==> config.mk <==
export PLATFORM = sky130hd
export DESIGN_NAME = jk_excite_ctrl
export DESIGN_NICKNAME = d
export VERILOG_FILES = /design/src/rtl/jk_excite_ctrl.sv
export SDC_FILE = /design/constraint.sdc
export NUM_CORES = 1
export LEC_CHECK = 0
export BUFFER_PORTS_ARGS = -buffer_cell sky130_fd_sc_hd__buf_2
export CAP_MARGIN = 25
export CORE_ASPECT_RATIO = 1.25
export CORE_MARGIN = 2
export CORE_UTILIZATION = 43
export DETAILED_ROUTE_END_ITERATION = 16
export GPL_ROUTABILITY_DRIVEN = 0
export PLACE_DENSITY = 0.69
export SETUP_SLACK_MARGIN = 0.02
export SLEW_MARGIN = 20
export SYNTH_ARGS = -nofsm -noshare
export SYNTH_HDL_FRONTEND = slang
export SYNTH_SLANG_ARGS = --single-unit
export TNS_END_PERCENT = 1
==> constraint.sdc <==
create_clock -name clk -period 3.3 [get_ports clk]
set_input_delay 0.66 -clock clk [delete_from_list [all_inputs] [get_ports clk]]
set_output_delay 0.66 -clock clk [all_outputs]
set_load 0.005 [all_outputs]
==> src/rtl/jk_excite_ctrl.sv <==
// jk_excite_ctrl
//   Drives an external master-slave JK register from a requested next value.
//   A target is accepted from IDLE. For each attempt the block outputs one
//   cycle of J/K excitation derived from the current Q feedback, then holds
//   J=K=0 for one settle cycle, then compares the feedback with the target.
//   A match pulses done. After MAX_TRY failed attempts the block pulses err.
//   After either pulse the block returns to IDLE.
//
// Parameters
//   W        width of the external JK register
//   MAX_TRY  drive attempts allowed before err (1..15)
//
// Ports
//   clk        rising-edge clock
//   reset      asynchronous active-low reset
//   tgt_valid  target request valid
//   tgt_ready  high only in IDLE (accepts a target)
//   tgt        requested next Q value (W bits)
//   q_fb       Q feedback from the external JK register (W bits)
//   J, K       registered excitation; nonzero only during DRIVE
//   done       one-cycle pulse when the feedback matched the target
//   err        one-cycle pulse when every attempt failed
module jk_excite_ctrl #(
  parameter int W       = 4,
  parameter int MAX_TRY = 3
) (
  input  logic         clk,
  input  logic         reset,
  input  logic         tgt_valid,
  output logic         tgt_ready,
  input  logic [W-1:0] tgt,
  input  logic [W-1:0] q_fb,
  output logic [W-1:0] J,
  output logic [W-1:0] K,
  output logic         done,
  output logic         err
);

  typedef enum logic [2:0] {
    IDLE   = 3'd0,
    DRIVE  = 3'd1,
    SETTLE = 3'd2,
    CHECK  = 3'd3,
    DONE   = 3'd4,
    ERR    = 3'd5
  } state_t;

  // Index of the final attempt; the counter never goes past it.
  localparam logic [3:0] TRY_LAST = 4'(MAX_TRY - 1);

  state_t       state;
  state_t       state_nxt;
  logic [W-1:0] target;
  logic [3:0]   try_cnt;

  logic         ld_target;
  logic         try_inc;
  logic [W-1:0] drv_target;
  logic [W-1:0] j_nxt;
  logic [W-1:0] k_nxt;

  // Set only the bits that must go 0->1.
  // Don't-care terms are forced to 0, so J and K are never both 1.
  function automatic logic [W-1:0] excite_j(input logic [W-1:0] q,
                                            input logic [W-1:0] t);
    return t & ~q;
  endfunction

  // Reset only the bits that must go 1->0.
  function automatic logic [W-1:0] excite_k(input logic [W-1:0] q,
                                            input logic [W-1:0] t);
    return q & ~t;
  endfunction

  always_comb begin
    state_nxt  = state;
    ld_target  = 1'b0;
    try_inc    = 1'b0;
    drv_target = target;
    case (state)
      IDLE: begin
        if (tgt_valid) begin
          state_nxt  = DRIVE;
          ld_target  = 1'b1;
          // The target register is still loading on this edge.
          // Excite from the incoming request.
          drv_target = tgt;
        end
      end
      DRIVE:  state_nxt = SETTLE;
      SETTLE: state_nxt = CHECK;
      CHECK: begin
        if (q_fb == target) begin
          state_nxt = DONE;
        end else if (try_cnt < TRY_LAST) begin
          state_nxt = DRIVE;
          try_inc   = 1'b1;
        end else begin
          state_nxt = ERR;
        end
      end
      DONE:    state_nxt = IDLE;
      ERR:     state_nxt = IDLE;
      default: state_nxt = IDLE;
    endcase

    j_nxt = '0;
    k_nxt = '0;
    if (state_nxt == DRIVE) begin
      j_nxt = excite_j(q_fb, drv_target);
      k_nxt = excite_k(q_fb, drv_target);
    end
  end

  assign tgt_ready = (state == IDLE);

  always_ff @(posedge clk or negedge reset) begin
    if (!reset) begin
      state   <= IDLE;
      target  <= '0;
      try_cnt <= '0;
      J       <= '0;
      K       <= '0;
      done    <= 1'b0;
      err     <= 1'b0;
    end else begin
      state <= state_nxt;
      J     <= j_nxt;
      K     <= k_nxt;
      done  <= (state_nxt == DONE);
      err   <= (state_nxt == ERR);
      if (ld_target) begin
        target  <= tgt;
        try_cnt <= '0;
      end else if (try_inc) begin
        try_cnt <= try_cnt + 4'd1;
      end
    end
  end

endmodule
== Yosys cells after proc, flatten, opt, wreduce, memory -nomap -nowiden ==
Cells that the tools add are included.
Word-level totals
  logic and storage cells: 37
  output and inout port bits: 11
  memory bits (writable): 0
  memories: 0
  flip-flop bits (word level): 21
  bits in latches: 0
  memory bits (read-only): 0
  bits of input ports: 11
Cells by class
  add/subtract/negate cells: 1
  equal/unequal tests: 7
  order comparisons: 1
  $mul: 0
  div/mod/pow operators: 0
  multiplexer cells: 15
  bitwise logic cells: 4
  shift operators: 0
  reductions and logical operators: 2
Operator list (number)
  two-way mux 4 bit: 6
  one-hot mux 3 bit (4 select lines): 1
  two-way mux 3 bit: 3
  AND 4 bit: 2
  inverter 4 bit: 2
  == test 3 x 1 -> 1 bit (second input constant): 2
  == test 3 x 2 -> 1 bit (second input constant): 2
  == test 3 bit (second input constant): 2
  two-way mux 1 bit: 5
  adder 4 x 1 -> 4 bit (second input constant): 1
  == test 4 bit: 1
  less-than comparator 4 x 2 -> 1 bit (second input constant): 1
  logical NOT 3 bit: 1
  nonzero test 2 bit: 1

== Depth between registers and ports, before layout ==
Gate-level depths: netlist of run 1.
  depth in word-level cells: 6
  gate-level depth with buffers: 5
  mapped depth without buffers: 4

== Worst setup path after synthesis of run 1 ==
No wires, ideal clock.
  path kind: input to register
  from: input port q_fb[2]
  to: register K[0]
  data required time: 3.180 ns
  slack: 1.788 ns
  stages on the path: 4
  arrival: 1.393 ns
  library setup time: 0.120 ns
  path buffers: 0
  cell sequence: xnor2_1 a41o_1 o21ai_1 and3_1
Between the ends
  longest elaborated chain between the ends: 5
RTL lines
  start, declared: line 32  | input logic [W-1:0] q_fb,
  == test 4 bit: line 93  | if (q_fb == target) begin
  two-way mux 3 bit: line 93
  one-hot mux 3 bit (4 select lines): line 80  | case (state)
  == test 3 x 1 -> 1 bit: line 109  | if (state_nxt == DRIVE) begin
  two-way mux 4 bit: line 109
  named net k_nxt[0]: line 60  | logic [W-1:0] k_nxt;
  end signal, assigned: line 129  | K <= k_nxt;
  end, declared: line 34  | output logic [W-1:0] K,
The timed path passes the listed nets, and every way through them passes these cells.
A chain may end at the register's enable or synchronous reset.

== Worst setup path after layout of run 1 ==
  from: register state[1]
  to: output port tgt_ready
Between the ends
  longest elaborated chain between the ends: 1
RTL lines
  start, declared: line 51  | state_t state;
  start signal, assigned: line 127  | state <= state_nxt;
  logical NOT 3 bit: line 115  | assign tgt_ready = (state == IDLE);
  end, declared: line 30  | output logic tgt_ready,
Every way passes these cells.

==> qor.csv, run 1 <==
metric;value;unit
outcome;finished clean;
hold violation count in the final report;0;
first-pass GRT wire length;2559;µm
area share of the largest cell type after synthesis;61.67;%
Via density;5.316;
Slowest cell on crit path;dfrtp_1;
vias in the first global route;577;
design area;994.7;µm²
RSZ-0062 raised after global routing;false;
total grt overflow;0;
I/O Pins;22;
Post-CTS Setup Repair Bufs;0;
Yosys cell types;24;
Die H;53.77;µm
initial antenna violation count;0;
dpl cell area;967.2;µm²
First DRT Iteration DRCs;4;
worst ir drop on vdd;423.5;µV
top_reg_cell synth;dfrtp_1;
Pins Over Slew Limit;0;
HP Class;input pin to async pin;
Fill cells;163;
Critical Path RT;2.64;ns
Post-Synthesis Cell Area;852.1;µm²
row count;18;
nets;107;
syn nets;82;
Root Buffer Master;clkbuf_4;
Worst-path clk slew;0.12;ns
Crit path largest cell delay;0.44;ns
Flop pwr share;47.1;%
clk_lat worst skew;0.31;ns
Synth Register Bits;21;
Tot Pwr;0.8576;mW
DP HPWL;1116;µm
Crit. End Element;output pin;
Net Sw Frac;37.84;%
P_sw;0.3245;mW
skew final;0.01309;ns
DRT Pass-1 Iters;3;
fin crit share;54.78;%
die footprint;2356;µm²
worst-path fanout max;4;
final WL;1584;µm
sequential cell area;525.5;µm²
# setup viols final;0;
worst slew pin tran;0.4581;ns
Core ar.;1914;µm²
setup_tns;0;ns
power share of the clock group;14.2;%
P per Cell Area;862.2;nW/µm²
sequential-to-total area share from yosys stat;61.67;%
Worst Setup Start Kind;flip-flop;
CTS tree;built;
EDFF count, synth;0;
ys async rst share;100.0;%
drt drc;0;
H-tree depth;1;
CP Data Arrival Time;1.15;ns
Clock Sinks;21;
Starting Density;44.51;%
Post-Synthesis Cells;70;
leakage;0.5188;nW
critical path class;flip-flop to output pin;
Final ANT Viol Nets;0;
Combinational Power Share;38.6;%
diode count;0;
Clock Tree Buf Depth;2;
yosys warns;0;
post-cts hold buffer count;0;
# placed instances;110;
post-layout util;51.96;%
Final Non-Filler Cells;114;
overall routing resource usage;15.34;%
ranking of synthesized cells by area;dfrtp_1 (62%), xnor2_1 (5.1%), mux2i_1 (4.7%);
Via Count;606;
internal power;0.5331;mW
share of layout cells above drive strength 1;28.72;%
fmax;0.5531;GHz
critical path, cell by cell;nor3_2 -> buf_2;
IO Port Bufs;21;
multi-input gate area in the final layout;296.5;µm²
max_cap viols;0;
cts bufs inserted;3;
Max-Slew Margin vs Limit;69.46;%
average size of a mapped cell;12.17;µm²
minimum clock period;1.808;ns
post-CTS resize count;0;
biggest area consumer among synthesized cells;dfrtp_1;
largest net degree at the start of global routing;22;
per-cell routed wire length;13.89;µm
area grow syn2layout;16.74;%
Die X;43.82;µm
[layer usage]
metal  GRT usage, %  share of wire (%)
met5              0                  0
met4          10.10                2.1
met3          2.349                4.4
met2          23.77                 49
met1          19.83                 44
[worst paths after layout]
path	end	slack [ns]	depth (start not counted)	from
worst max-delay path	tgt_ready	1.49	2	state[1]$_DFF_PN0_
worst min-delay path	try_cnt[1]$_DFFE_PN0P_	0.28	1	reset
worst max register to register	K[3]$_DFF_PN0_	1.69	4	state[2]$_DFF_PN0_
worst min register to register	state[1]$_DFF_PN0_	0.51	1	state[2]$_DFF_PN0_
max in group asynchronous	J[3]$_DFF_PN0_	2.69	1	reset
min in group clk	state[1]$_DFF_PN0_	0.51	1	state[2]$_DFF_PN0_
[power by group through the flow]
stage,clock (mW),combinational [mW],sequential [mW]
5_1_grt,0.139,0.372,0.416
6_report,0.122,0.331,0.404
4_1_cts,0.125,0.338,0.406
3_5_place_dp,0,0.329,0.411
2_1_floorplan,0,0.237,0.404
3_3_place_gp,0,0.318,0.408
[final cells by class]
class                   instances  share of cell area [%]
flip-flops and latches         21                   52.83
well taps                      20                   2.516
multi-input cells              44                   29.81
inverters                       4                   1.509
repair buffers                 21                   10.57
clock inverters                 1                  0.5031
clock buffers                   3                   2.264
[placed cells by master (no fill, tap or decap), types with 2 or more instances in the layout]
cell / n
dfrtp_1: 21
nor2_1: 6
xnor2_1: 5
buf_2: 21
nor3_1: 5
and3_1: 4
clkbuf_4: 3
a21oi_1: 2
mux2i_1: 4
inv_1: 4
o31ai_1: 2
nand2_1: 3
[stage by stage]
stage / setup WS (ns) / hold WS [ns]
floorplan: 1.788 / 0.3644
global placement: 1.438 / 0.4713
detailed placement: 1.410 / 0.4964
CTS: 1.488 / 0.2988
global route: 1.446 / 0.3179
finish: 1.492 / 0.2831
[registers in the layout, indices dropped and copies added, names as in the netlist]
name and count:
done 1, target 4, K 4, try_cnt 4
J 4, state 3, err 1
[Yosys cell counts, types with 2 or more instances]
library cell  instances
o31ai_1               2
nor2_1                6
nor3_1                5
xnor2_1               5
inv_1                 4
and3_1                4
a21oi_1               2
mux2i_1               4
dfrtp_1              21
nand2_1               3
[critical path: cells and delay by family (launching register included)]
kind / cells / cell delay, ns
flops: 1 / 0.44
simple gates: 1 / 0.25
buf+inv: 1 / 0.15
[logic make-up after synthesis]
family	share of synthesized area, %
buf+inv	3.523
simple gates	15.13
flops	61.67
fa+ha+maj	1.468
compound gates	8.369
xor+xnor	5.139
mux	4.699
(Power assumes the default switching activity.)
==> run 2: changes to the inputs <==
==> constraint.sdc (replaced) <==
create_clock -name clk -period 1.76 [get_ports clk]
set_input_delay 0.352 -clock clk [delete_from_list [all_inputs] [get_ports clk]]
set_output_delay 0.352 -clock clk [all_outputs]
set_load 0.005 [all_outputs]
==> qor.csv, run 2 (synthesis results as in run 1) <==
metric;value;unit;change
per-cell routed wire length;13.72;µm;was 13.89 µm
Clock Tree Buf Depth;2;;unchanged
# setup viols final;0;;unchanged
dpl cell area;967.2;µm²;unchanged
design area;993.5;µm²;was 994.7 µm²
clk_lat worst skew;0.30;ns;was 0.31 ns
Clock Sinks;21;;unchanged
critical path, cell by cell;nand3b_1 -> a41o_1 -> o21ai_1 -> and3_1;;was nor3_2 -> buf_2
leakage;0.5160;nW;was 0.5188 nW
DRT Pass-1 Iters;4;;was 3
outcome;finished with violations;;was finished clean
worst reg2reg path depth;4;;unchanged
setup_tns;0;ns;unchanged
post-CTS resize count;0;;unchanged
total grt overflow;0;;unchanged
IO Port Bufs;21;;unchanged
H-tree depth;1;;unchanged
Critical Path RT;2.00;ns;was 2.64 ns
Fill cells;169;;was 163
WHS;-0.01608;ns;was 0.2831 ns
diode count;0;;unchanged
skew final;0.004967;ns;was 0.01309 ns
Die X;43.82;µm;unchanged
max_cap viols;0;;unchanged
first-pass GRT wire length;2518;µm;was 2559 µm
post-cts hold buffer count;0;;unchanged
Root Buffer Master;clkbuf_4;;unchanged
Crit. End Element;flip-flop;;was output pin
share of layout cells above drive strength 1;27.66;%;was 28.72%
Worst Setup Start Kind;flip-flop;;unchanged
met1 usage;19.13;%;was 19.83%
drt drc;0;;unchanged
RSZ-0062 raised after global routing;false;;unchanged
Via Count;593;;was 606
post-layout util;51.90;%;was 51.96%
First DRT Iteration DRCs;4;;unchanged
critical path class;flip-flop to flip-flop;;was flip-flop to output pin
CTS tree;built;;unchanged
P per Cell Area;1612;nW/µm²;was 862.2 nW/µm²
Starting Density;44.51;%;unchanged
grt peak-use layer;met2;;unchanged
minimum clock period;1.584;ns;
Worst-path clk slew;0.11;ns;was 0.12 ns
worst slew pin tran;0.4487;ns;was 0.4581 ns
Via density;5.202;;was 5.316
Post-CTS Setup Repair Bufs;0;;unchanged
cts bufs inserted;3;;unchanged
Core ar.;1914;µm²;unchanged
Final ANT Viol Nets;0;;unchanged
largest net degree at the start of global routing;22;;unchanged
Max-Slew Margin vs Limit;70.09;%;was 69.46%
met2 usage;24.26;%;was 23.77%
row count;18;;unchanged
I/O Pins;22;;unchanged
initial antenna violation count;0;;unchanged
fmax;0.6312;GHz;
met3 Use GR;2.685;%;was 2.349%
Die H;53.77;µm;unchanged
Slowest cell on crit path;dfrtp_1;;unchanged
CP Data Arrival Time;1.83;ns;was 1.15 ns
die footprint;2356;µm²;unchanged
nets;107;;unchanged
Crit path largest cell delay;0.43;ns;was 0.44 ns
vias in the first global route;551;;was 577
highest-count cells in the layout ignoring fill and taps;dfrtp_1 (21), buf_2 (21), nor2_1 (6);;unchanged
hold violation count in the final report;21;;was 0
failing checks;hold timing;;
DP HPWL;1121;µm;was 1116 µm
HP Class;input pin to async pin;;unchanged
worst ir drop on vdd;829.2;µV;was 423.5 µV
final WL;1564;µm;was 1584 µm
area grow syn2layout;16.59;%;was 16.74%
worst-path fanout max;6;;was 4
Pins Over Slew Limit;0;;unchanged
fin crit share;90.02;%;
overall routing resource usage;15.17;%;was 15.34%
run 2: cell types whose count changed in the layout (fill, tap and decap cells not counted):
cell,before,now
clkbuf_1,0,1
clkinv_2,1,0
run 2: final timing paths:
kind / startpoint / endpoint / slack (ns)
worst max-delay path: state[2]$_DFF_PN0_ / K[1]$_DFF_PN0_ / 0.18
worst min-delay path: reset / K[1]$_DFF_PN0_ / -0.02
worst max register to register: state[2]$_DFF_PN0_ / K[1]$_DFF_PN0_ / 0.18
worst min register to register: state[2]$_DFF_PN0_ / state[1]$_DFF_PN0_ / 0.51
max in group asynchronous: reset / J[1]$_DFF_PN0_ / 1.47
min in group clk: q_fb[2] / J[2]$_DFF_PN0_ / 0.23
run 2: report_power, final:
part           leakage (nW)  switching (mW)  total [mW]  internal (mW)
clock network        0.0150           0.136       0.224         0.0882
logic                 0.226           0.350       0.620          0.270
registers             0.275           0.113       0.757          0.645
total                 0.516           0.598        1.60           1.00
run 2: routing by layer:
metal,vias to the layer above,share of wire (%),wire length (µm)
met5,-,0,0
met4,0,2.2,34
li1,294,-,-
met1,277,43,679
met3,4,5.6,88
met2,18,49,761
run 2: critical path: cells and delay by family (launching register included):
kind | cells | cell delay (ns)
simple gates | 2 | 0.47
flops | 1 | 0.43
compound gates | 2 | 0.63
run 2: area by class of cell:
class / instances / area [µm²] / share of cell area [%]
clock buffer: 4 / 26.28 / 2.645
inverter: 4 / 15.01 / 1.511
multi-input combinational: 44 / 296.5 / 29.85
sequential: 21 / 525.5 / 52.90
tap: 20 / 25.02 / 2.519
timing repair buffer: 21 / 105.1 / 10.58
run 2: metrics by stage:
stage / setup slack [ns] / hold WS [ns] / std cells / power (mW)
finish: 0.1756 / -0.01608 / 114 / 1.601
global route: 0.1012 / 0.02335 / 114 / 1.733
CTS: 0.1511 / 0.0008056 / 114 / 1.623
detailed placement: 0.1791 / 0.3288 / 110 / 1.386
global placement: 0.2060 / 0.3280 / 110 / 1.361
floorplan: 0.3692 / 0.05641 / 70 / 1.203
==> run 3: changes to the inputs <==
--- a/config.mk
+++ b/config.mk
@@ -9,10 +9,10 @@
 export CAP_MARGIN = 25
 export CORE_ASPECT_RATIO = 1.25
 export CORE_MARGIN = 2
-export CORE_UTILIZATION = 43
+export CORE_UTILIZATION = 49
 export DETAILED_ROUTE_END_ITERATION = 16
 export GPL_ROUTABILITY_DRIVEN = 0
-export PLACE_DENSITY = 0.69
+export PLACE_DENSITY = 0.75
 export SETUP_SLACK_MARGIN = 0.02
 export SLEW_MARGIN = 20
 export SYNTH_ARGS = -nofsm -noshare
==> constraint.sdc (replaced) <==
create_clock -name clk -period 1.76 [get_ports clk]
set_input_delay 0.176 -clock clk [delete_from_list [all_inputs] [get_ports clk]]
set_output_delay 0.176 -clock clk [all_outputs]
set_load 0.005 [all_outputs]
==> qor.csv, run 3 (synthesis results as in run 1) <==
metric;value;unit;change
outcome;finished clean;;was finished with violations
critical path, cell by cell;nand3b_1 -> a41o_1 -> o21ai_1 -> and3_1;;unchanged
DRT Pass-1 Iters;4;;unchanged
CP startpoint;state[2]$_DFF_PN0_;;unchanged
largest net degree at the start of global routing;22;;unchanged
total grt overflow;0;;unchanged
Slowest cell on crit path;dfrtp_1;;unchanged
DP HPWL;1135;µm;was 1121 µm
hold violation count in the final report;0;;was 21
Setup crit end;K[1]$_DFF_PN0_;;unchanged
Die X;41.30;µm;was 43.82 µm
Via Count;605;;was 593
clk_lat worst skew;0.30;ns;about the same
row count;16;;was 18
Crit. End Element;flip-flop;;unchanged
reg2reg start;state[2]$_DFF_PN0_;;unchanged
Die H;50.62;µm;was 53.77 µm
overall routing resource usage;19.06;%;was 15.17%
worst reg2reg path depth;4;;unchanged
critical path class;flip-flop to flip-flop;;unchanged
worst slew pin tran;0.4560;ns;was 0.4487 ns
H-tree depth;1;;unchanged
setup_tns;0;ns;unchanged
worst-path fanout max;6;;unchanged
Levels on crit path;4;;unchanged
Pins Over Slew Limit;0;;unchanged
dpl cell area;972.2;µm²;was 967.2 µm²
Clock Tree Buf Depth;2;;unchanged
Clock Sinks;21;;unchanged
CTS tree;built;;unchanged
drt drc;0;;unchanged
Worst-path clk slew;0.11;ns;about the same
highest-count cells in the layout ignoring fill and taps;dfrtp_1 (21), buf_2 (21), nor2_1 (6);;unchanged
first-pass GRT wire length;2766;µm;was 2518 µm
fin crit share;85.95;%;was 90.02%
HP Class;input pin to flip-flop;;was input pin to async pin
delay-heaviest family, CP;compound AO/OA/AOI/OAI gates;;unchanged
# setup viols final;0;;unchanged
fmax;0.6611;GHz;was 0.6312 GHz
leakage;0.5277;nW;was 0.5160 nW
Max-Slew Margin vs Limit;69.60;%;was 70.09%
First DRT Iteration DRCs;7;;was 4
initial antenna violation count;0;;unchanged
RSZ-0062 raised after global routing;false;;unchanged
skew final;0.0006802;ns;was 0.004967 ns
cts bufs inserted;3;;unchanged
Crit path largest cell delay;0.44;ns;was 0.43 ns
post-CTS resize count;0;;unchanged
IO Port Bufs;21;;unchanged
WHS;0.05197;ns;was -0.01608 ns
final WL;1526;µm;was 1564 µm
vias in the first global route;640;;was 551
Worst Setup Start Kind;flip-flop;;unchanged
CP Data Arrival Time;1.76;ns;was 1.83 ns
minimum clock period;1.513;ns;was 1.584 ns
post-layout util;63.05;%;was 51.90%
share of layout cells above drive strength 1;29.17;%;was 27.66%
max_cap viols;0;;unchanged
nets;109;;was 107
r2r endpoint;K[1]$_DFF_PN0_;;unchanged
Starting Density;53.20;%;was 44.51%
Critical Path RT;2.01;ns;was 2.00 ns
diode count;0;;unchanged
Buf/Inv on CP;0;;unchanged
reg2reg setup slack;0.25;ns;was 0.18 ns
die footprint;2090;µm²;was 2356 µm²
Root Buffer Master;clkbuf_4;;unchanged
area grow syn2layout;18.50;%;was 16.59%
Via density;5.307;;was 5.202
Fill cells;141;;was 169
I/O Pins;22;;unchanged
P per Cell Area;1602;nW/µm²;was 1612 nW/µm²
Final ANT Viol Nets;0;;unchanged
design area;1010;µm²;was 993.5 µm²
worst ir drop on vdd;701.8;µV;was 829.2 µV
per-cell routed wire length;13.39;µm;was 13.72 µm
Core ar.;1602;µm²;was 1914 µm²
-- run 3: stage by stage --
step,setup WS (ns),std cells,power (mW)
4_1_cts,0.2221,114,1.629
2_1_floorplan,0.3692,70,1.203
3_3_place_gp,0.2676,109,1.381
3_5_place_dp,0.2533,109,1.406
5_1_grt,0.08919,114,1.775
6_report,0.2473,114,1.618
-- run 3: worst min path at each step --
stage                     startpoint  slack, ns                     end  depth (start not counted)
final                        q_fb[3]       0.05          J[3]$_DFF_PN0_                          2
after detailed placement       reset       0.15  try_cnt[0]$_DFFE_PN0P_                          1
after global placement         reset       0.15  try_cnt[0]$_DFFE_PN0P_                          1
after floorplan                reset      -0.12          J[0]$_DFF_PN0_                          0
after CTS                    q_fb[2]       0.05          J[2]$_DFF_PN0_                          2
after global routing         q_fb[1]       0.05          J[1]$_DFF_PN0_                          2
-- run 3: cell type report --
| type | instances | area (µm²) | area share (%) |
|---|---|---|---|
| clock buffer | 3 | 22.52 | 2.230 |
| clock inverter | 1 | 5.005 | 0.4957 |
| inverter | 4 | 15.01 | 1.487 |
| multi-input combinational | 44 | 296.5 | 29.37 |
| sequential | 21 | 525.5 | 52.04 |
| tap | 18 | 22.52 | 2.230 |
| timing repair buffer | 23 | 122.6 | 12.14 |
-- run 3: layer usage --
layer	global-route usage (%)	part of all wire, %	vias to the layer above
met5	0	0	-
met4	6.452	1.8	0
met3	3.097	5.2	5
met2	29.95	48	17
met1	25.81	45	287
li1	-	-	296
-- run 3: timing repair --
item,in CTS,in global routing
buffers inserted,0,0
hold buffers,1,0
setup endpoints to repair,0,0
hold endpoints to repair,21,0
-- run 3: power breakdown --
part | total [mW] | switching, mW | internal, mW
combinational | 0.629 | 0.340 | 0.289
clock | 0.229 | 0.144 | 0.0848
sequential | 0.760 | 0.115 | 0.645
